### src/rtl/seg_display_arbiter_if.sv
// Request/grant bundle between the per-function pattern generators and the
// 7-segment display arbiter.
interface seg_display_arbiter_if #(
   parameter int NREQ = 4
);
   logic [NREQ-1:0]   req;
   logic [NREQ*8-1:0] pat;
   logic [NREQ-1:0]   gnt;
   logic [7:0]        SEG;
   logic              busy;
   logic [2:0]        cur_idx;

   modport master (
      output req, pat,
      input  gnt, SEG, busy, cur_idx
   );

   modport slave (
      input  req, pat,
      output gnt, SEG, busy, cur_idx
   );
endinterface

### src/rtl/seg_display_arbiter.sv
// Round-robin arbiter sharing the single 8-bit SEG output between NREQ
// pattern generators, holding each grant for up to HOLD_CYCLES clk_2 cycles.
//
// state | meaning
// IDLE  | nobody granted, SEG shows BLANK
// SHOW  | requester cur owns SEG, dwell counter cnt running
module seg_display_arbiter #(
   parameter int         NREQ        = 4,
   parameter int         HOLD_CYCLES = 4,
   parameter logic [7:0] BLANK       = 8'h00
) (
   input  logic                clk_2,
   input  logic                reset,
   seg_display_arbiter_if.slave bus
);
   localparam int CW = $clog2(HOLD_CYCLES) + 1;

   typedef enum logic {IDLE, SHOW} state_t;

   state_t          state;
   logic [NREQ-1:0] gnt_r;
   logic [7:0]      seg_r;
   logic            busy_r;
   logic [2:0]      cur;
   logic [2:0]      ptr;
   logic [CW-1:0]   cnt;

   logic [2:0]      next_ptr;
   logic [2:0]      start_idx;
   logic [3:0]      hit;
   logic            end_cond;

   // Returns {found, index}: nearest set request at or after start, wrapping.
   function automatic logic [3:0] pick(input logic [NREQ-1:0] r, input logic [2:0] start);
      int         best_d;
      int         d;
      logic [2:0] idx;
      best_d = NREQ;
      idx    = 3'd0;
      for (int i = 0; i < NREQ; i++) begin
         if (r[i]) begin
            d = (i - int'(start) + NREQ) % NREQ;
            if (d < best_d) begin
               best_d = d;
               idx    = 3'(i);
            end
         end
      end
      return {(best_d < NREQ), idx};
   endfunction

   function automatic logic [7:0] pat_of(input logic [NREQ*8-1:0] p, input logic [2:0] idx);
      logic [7:0] v;
      v = 8'h00;
      for (int i = 0; i < NREQ; i++) begin
         if (3'(i) == idx) v = p[8*i +: 8];
      end
      return v;
   endfunction

   function automatic logic [NREQ-1:0] onehot(input logic [2:0] idx);
      return {{(NREQ-1){1'b0}}, 1'b1} << idx;
   endfunction

   assign next_ptr  = (cur == 3'(NREQ-1)) ? 3'd0 : cur + 3'd1;
   // Leaving SHOW searches from the rotated pointer before it is registered.
   assign start_idx = (state == SHOW) ? next_ptr : ptr;
   assign hit       = pick(bus.req, start_idx);
   assign end_cond  = (cnt == CW'(HOLD_CYCLES-1)) || !(|(bus.req & gnt_r));

   always_ff @(posedge clk_2 or posedge reset) begin
      if (reset) begin
         state  <= IDLE;
         gnt_r  <= '0;
         seg_r  <= BLANK;
         busy_r <= 1'b0;
         cur    <= 3'd0;
         ptr    <= 3'd0;
         cnt    <= '0;
      end else begin
         case (state)
            IDLE: begin
               if (hit[3]) begin
                  state  <= SHOW;
                  cur    <= hit[2:0];
                  gnt_r  <= onehot(hit[2:0]);
                  seg_r  <= pat_of(bus.pat, hit[2:0]);
                  busy_r <= 1'b1;
                  cnt    <= '0;
               end
            end
            SHOW: begin
               if (!end_cond) begin
                  cnt   <= cnt + CW'(1);
                  seg_r <= pat_of(bus.pat, cur);
               end else begin
                  ptr <= next_ptr;
                  cnt <= '0;
                  if (hit[3]) begin
                     cur   <= hit[2:0];
                     gnt_r <= onehot(hit[2:0]);
                     seg_r <= pat_of(bus.pat, hit[2:0]);
                  end else begin
                     state  <= IDLE;
                     cur    <= 3'd0;
                     gnt_r  <= '0;
                     seg_r  <= BLANK;
                     busy_r <= 1'b0;
                  end
               end
            end
            default: state <= IDLE;
         endcase
      end
   end

   assign bus.gnt     = gnt_r;
   assign bus.SEG     = seg_r;
   assign bus.busy    = busy_r;
   assign bus.cur_idx = cur;
endmodule

### src/flat_wrapper.sv
// flat-port wrapper written by rule: the top's interface ports become plain ports
module seg_display_arbiter_flat 
#(
   parameter int         NREQ        = 4,
   parameter int         HOLD_CYCLES = 4,
   parameter logic [7:0] BLANK       = 8'h00
)
  (clk_2, reset, bus_req, bus_pat, bus_gnt, bus_SEG, bus_busy, bus_cur_idx);
  seg_display_arbiter_if #(.NREQ(NREQ)) bus_i ();
  input  logic clk_2;
  input  logic reset;
  input wire logic [$bits(bus_i.req)-1:0] bus_req;
  input wire logic [$bits(bus_i.pat)-1:0] bus_pat;
  output wire logic [$bits(bus_i.gnt)-1:0] bus_gnt;
  output wire logic [$bits(bus_i.SEG)-1:0] bus_SEG;
  output wire logic [$bits(bus_i.busy)-1:0] bus_busy;
  output wire logic [$bits(bus_i.cur_idx)-1:0] bus_cur_idx;
  assign bus_i.req = bus_req;
  assign bus_i.pat = bus_pat;
  assign bus_gnt = bus_i.gnt;
  assign bus_SEG = bus_i.SEG;
  assign bus_busy = bus_i.busy;
  assign bus_cur_idx = bus_i.cur_idx;
  seg_display_arbiter #(.NREQ(NREQ), .HOLD_CYCLES(HOLD_CYCLES), .BLANK(BLANK)) u_core (.clk_2(clk_2), .reset(reset), .bus(bus_i));
endmodule
### config.mk
export PLATFORM = sky130hd
export DESIGN_NAME = seg_display_arbiter_flat
export DESIGN_NICKNAME = d
export VERILOG_FILES = /design/src/rtl/seg_display_arbiter_if.sv /design/src/rtl/seg_display_arbiter.sv /design/src/flat_wrapper.sv
export SDC_FILE = /design/constraint.sdc
export NUM_CORES = 1
export LEC_CHECK = 0
export BUFFER_PORTS_ARGS = -buffer_cell sky130_fd_sc_hd__buf_2
export CELL_PAD_IN_SITES_DETAIL_PLACEMENT = 1
export CELL_PAD_IN_SITES_GLOBAL_PLACEMENT = 1
export CORE_MARGIN = 3
export CORE_UTILIZATION = 40
export CTS_BUF_LIST = sky130_fd_sc_hd__clkbuf_8
export CTS_CLUSTER_SIZE = 16
export DETAILED_ROUTE_END_ITERATION = 12
export MAX_ROUTING_LAYER = met4
export PLACE_DENSITY_LB_ADDON = 0.1
export RECOVER_POWER = 25
export SYNTH_ARGS = -nofsm -noshare
export SYNTH_HDL_FRONTEND = slang
export SYNTH_SLANG_ARGS = --single-unit
### constraint.sdc
create_clock -name clk_2 -period 5.7 [get_ports clk_2]
set_clock_uncertainty 0.05 [all_clocks]
set_input_delay 0.57 -clock clk_2 [delete_from_list [all_inputs] [get_ports clk_2]]
set_output_delay 0.57 -clock clk_2 [all_outputs]
set_load 0.05 [all_outputs]
==> results.ini <==
[status]
status=finished, final reports clean

[clock_network]
post_cts_buffers=0
clock_sinks=21
hold_buffers=0
insertion_delay_ns=0.26
root_buffer=clkbuf_8
ctsResizeCount=0
numCtsBuffers=3
clk_pin_slew_worst_paths_ns=0.08
cts_tree=yes
htreeDepth=1
cts.path.max_buffers=2

[yosys]
ys_types=50
synth_flop_cell=dfrtp_1
synthCells=231
synth_mux_area_share_pct=7.274
yosys-top-cells-count=21 x dfrtp_1, 17 x ha_1, 15 x o21ai_0, 13 x a21oi_1, 12 x inv_1
synth_top_cell_by_area=dfrtp_1
synthTopCellsByArea=dfrtp_1 27%, ha_1 11%, mux2i_1 5.6%, o21ai_0 3.8%, a21oi_1 3.3%
syn_avg_cell_area_um2=8.563
synth_fa_ha_area_share_pct=10.75
synth_edf_count=0
async_flop_share_pct=100.0
yosysMostFrequentCell=dfrtp_1
synth_top_area_share_pct=26.57
synth-xor-area-share_pct=0
ys_warn_count=0
yosys.area_share.simple_pct=17.52
synth_top_family_by_area=compound AO/OA/AOI/OAI gates
synth-compound-area-share_pct=30.68
synthesis.area_mm2=0.001978
yosysSeqAreaShare_pct=26.57
ys_ff_latch=21

[placed_design]
gp_congestion=0.8830
numPortBuffers=52
place_ws_ns=0.4267
hpwl_um=4790

[die]
coreArea_mm2=0.004564
boundaryPins=54
start_util_pct=43.34
num_rows=24
die_area_mm2=0.005826
die_x_um=76.33
die_h_um=76.33

[global_routing]
grt_pass1_vias=1978
track_usage_pct=21.57
grt_pass1_wl_um=10080
grt-ovfl-total=0
grt_start_max_net_pins=22
antenna_found_initial=0

[timing]
final.setup.tns_ns=0
setup_viol_count_final=0
relSlewSlack_pct=47.09
slew_violations=0
finalHoldViolCount=0
clock.fmax_mhz=187.6
post-route-min-period_ns=5.330
worst_pin_slew_ns=0.7928
setup_ws_ns=0.3696
rsz0062_at_grt=no
min_period_over_period_pct=93.52

[drt]
wl_um=6090
dr_total_vias=1937
firstDrtPassIters=4
wire_per_inst_um=17.65
drcViolationCount=0
post_drt_via_cell_ratio=5.614
first_iter_violations=62
ant_nets=0

[worst_setup_path]
crit_arrival_ns=5.42
criticalPathCategory=register to register
crit_top_cell=ha_1
max_stage_delay_ns=0.49
endpoint_kind=register
rrSetupSlack_ns=0.37
critPathRequiredTime_ns=5.79
startpoint_type=register
path_max_fanout=12
critical_path.cell_chain=ha_1 -> nor3b_2 -> nor2_1 -> ha_1 -> or3b_2 -> o221a_2 -> nand2_1 -> a31oi_1 -> ha_1 -> or2b_1 -> a2111o_1 -> a21o_1 -> mux2_2 -> ha_1 -> or3_1 -> o32a_2 -> mux2i_1 -> o21ai_1
slowest_stage=or3b_2

[pwr]
p_per_area_mw_per_mm2=682.6
leakage_nw=1.099
ir_worst_vdd_v=0.0002517

[finish]
drive_above_1_share_pct=25.71
layout.nets=336
n_antenna_cell=0
area_growth_pct=17.71
filler_cell_count=601

[job]
maxCapViolCount=0

[min_path]
hold_class=primary input to asynchronous set/reset pin

-- metal layers --
| metal | global-route usage [%] | up-vias | part of all wire [%] |
|---|---|---|---|
| met5 | - | - | 0 |
| met3 | 1.418 | 2 | 3.4 |
| li1 | - | 969 | - |
| met4 | 4.529 | 0 | 0.51 |
| met1 | 31.81 | 924 | 50 |
| met2 | 32.43 | 42 | 46 |
-- metrics by stage --
step                      total power [mW]  cells  utilization [%]  instance area, um^2  hold WS, ns
final                                1.589    345            51.01                 2328       0.3990
after global routing                 1.729    345            51.01                 2328       0.4574
after CTS                            1.590    345            51.01                 2328       0.4271
after detailed placement             1.485    341            50.00                 2282       0.4352
after global placement               1.463    341            50.00                 2282       0.4110
after floorplan                      1.196    235                -                 1993       0.3998
-- state kept, by name, summed over array words and instances, names as in the netlist --
register,count
u_core.bus.busy,1
u_core.bus.cur_idx,2
u_core.state,1
u_core.bus.gnt,4
u_core.ptr,2
u_core.cnt,3
u_core.bus.SEG,8
-- power by group --
part	switching (mW)	internal, mW
clock network	0.0482	0.0486
registers	0.0527	0.221
logic	0.769	0.450
-- cell type report --
type	count	area [um^2]	area share, %
clock buffers	3	41.29	1.773
flip-flops and latches	21	525.5	22.57
multi-input cells	186	1333	57.23
well taps	65	81.33	3.493
repair buffers	57	297.8	12.79
inverters	12	45.04	1.934
clock inverters	1	5.005	0.2149
-- cells by family (layout without fill, tap and decap cells) --
kind of cell | count (synthesis) | in the layout
AND/OR/NAND/NOR | 62 | 62
adder cells (fa/ha/maj) | 17 | 17
AO/OA/AOI/OAI | 87 | 87
multiplexers | 14 | 14
buffers and inverters | 28 | 73
flip-flops | 21 | 21
other | 2 | 6
-- path summary, 6_finish.rpt --
check,to,cells after the start,startpoint
min,u_core.bus.SEG[1],2,reset
min in group clk_2,u_core.bus.SEG[4],2,u_core.bus.SEG[4]
min reg2reg,u_core.bus.SEG[4],2,u_core.bus.SEG[4]
max in group asynchronous,u_core.bus.SEG[6],2,reset
max,u_core.bus.SEG[4],18,u_core.bus.cur_idx[0]
max reg2reg,u_core.bus.SEG[4],18,u_core.bus.cur_idx[0]
-- worst max-delay path: cells and delay by family (launching register included) --
family,cells,cell delay (ns)
mux,2,0.53
flops,1,0.48
simple gates,6,1.64
compound gates,6,1.51
fa+ha+maj,4,0.98
-- cells in the final DEF, fill, tap and decap left out, types with 4 or more instances in the layout --
master	netlist	final
a211oi_1	8	8
a21oi_1	13	13
a221oi_1	7	7
a2bb2oi_1	7	7
a31oi_1	9	9
buf_2	3	52
buf_4	3	5
conb_1	2	6
dfrtp_1	21	21
ha_1	17	17
inv_1	12	12
mux2i_1	11	11
nand2_1	9	9
nand2b_1	4	4
nand3_1	10	10
nor2_1	5	5
nor2b_1	10	10
nor3_1	10	10
o21ai_0	15	15
o21ai_1	6	6
Power figures use the tool's default switching activity.
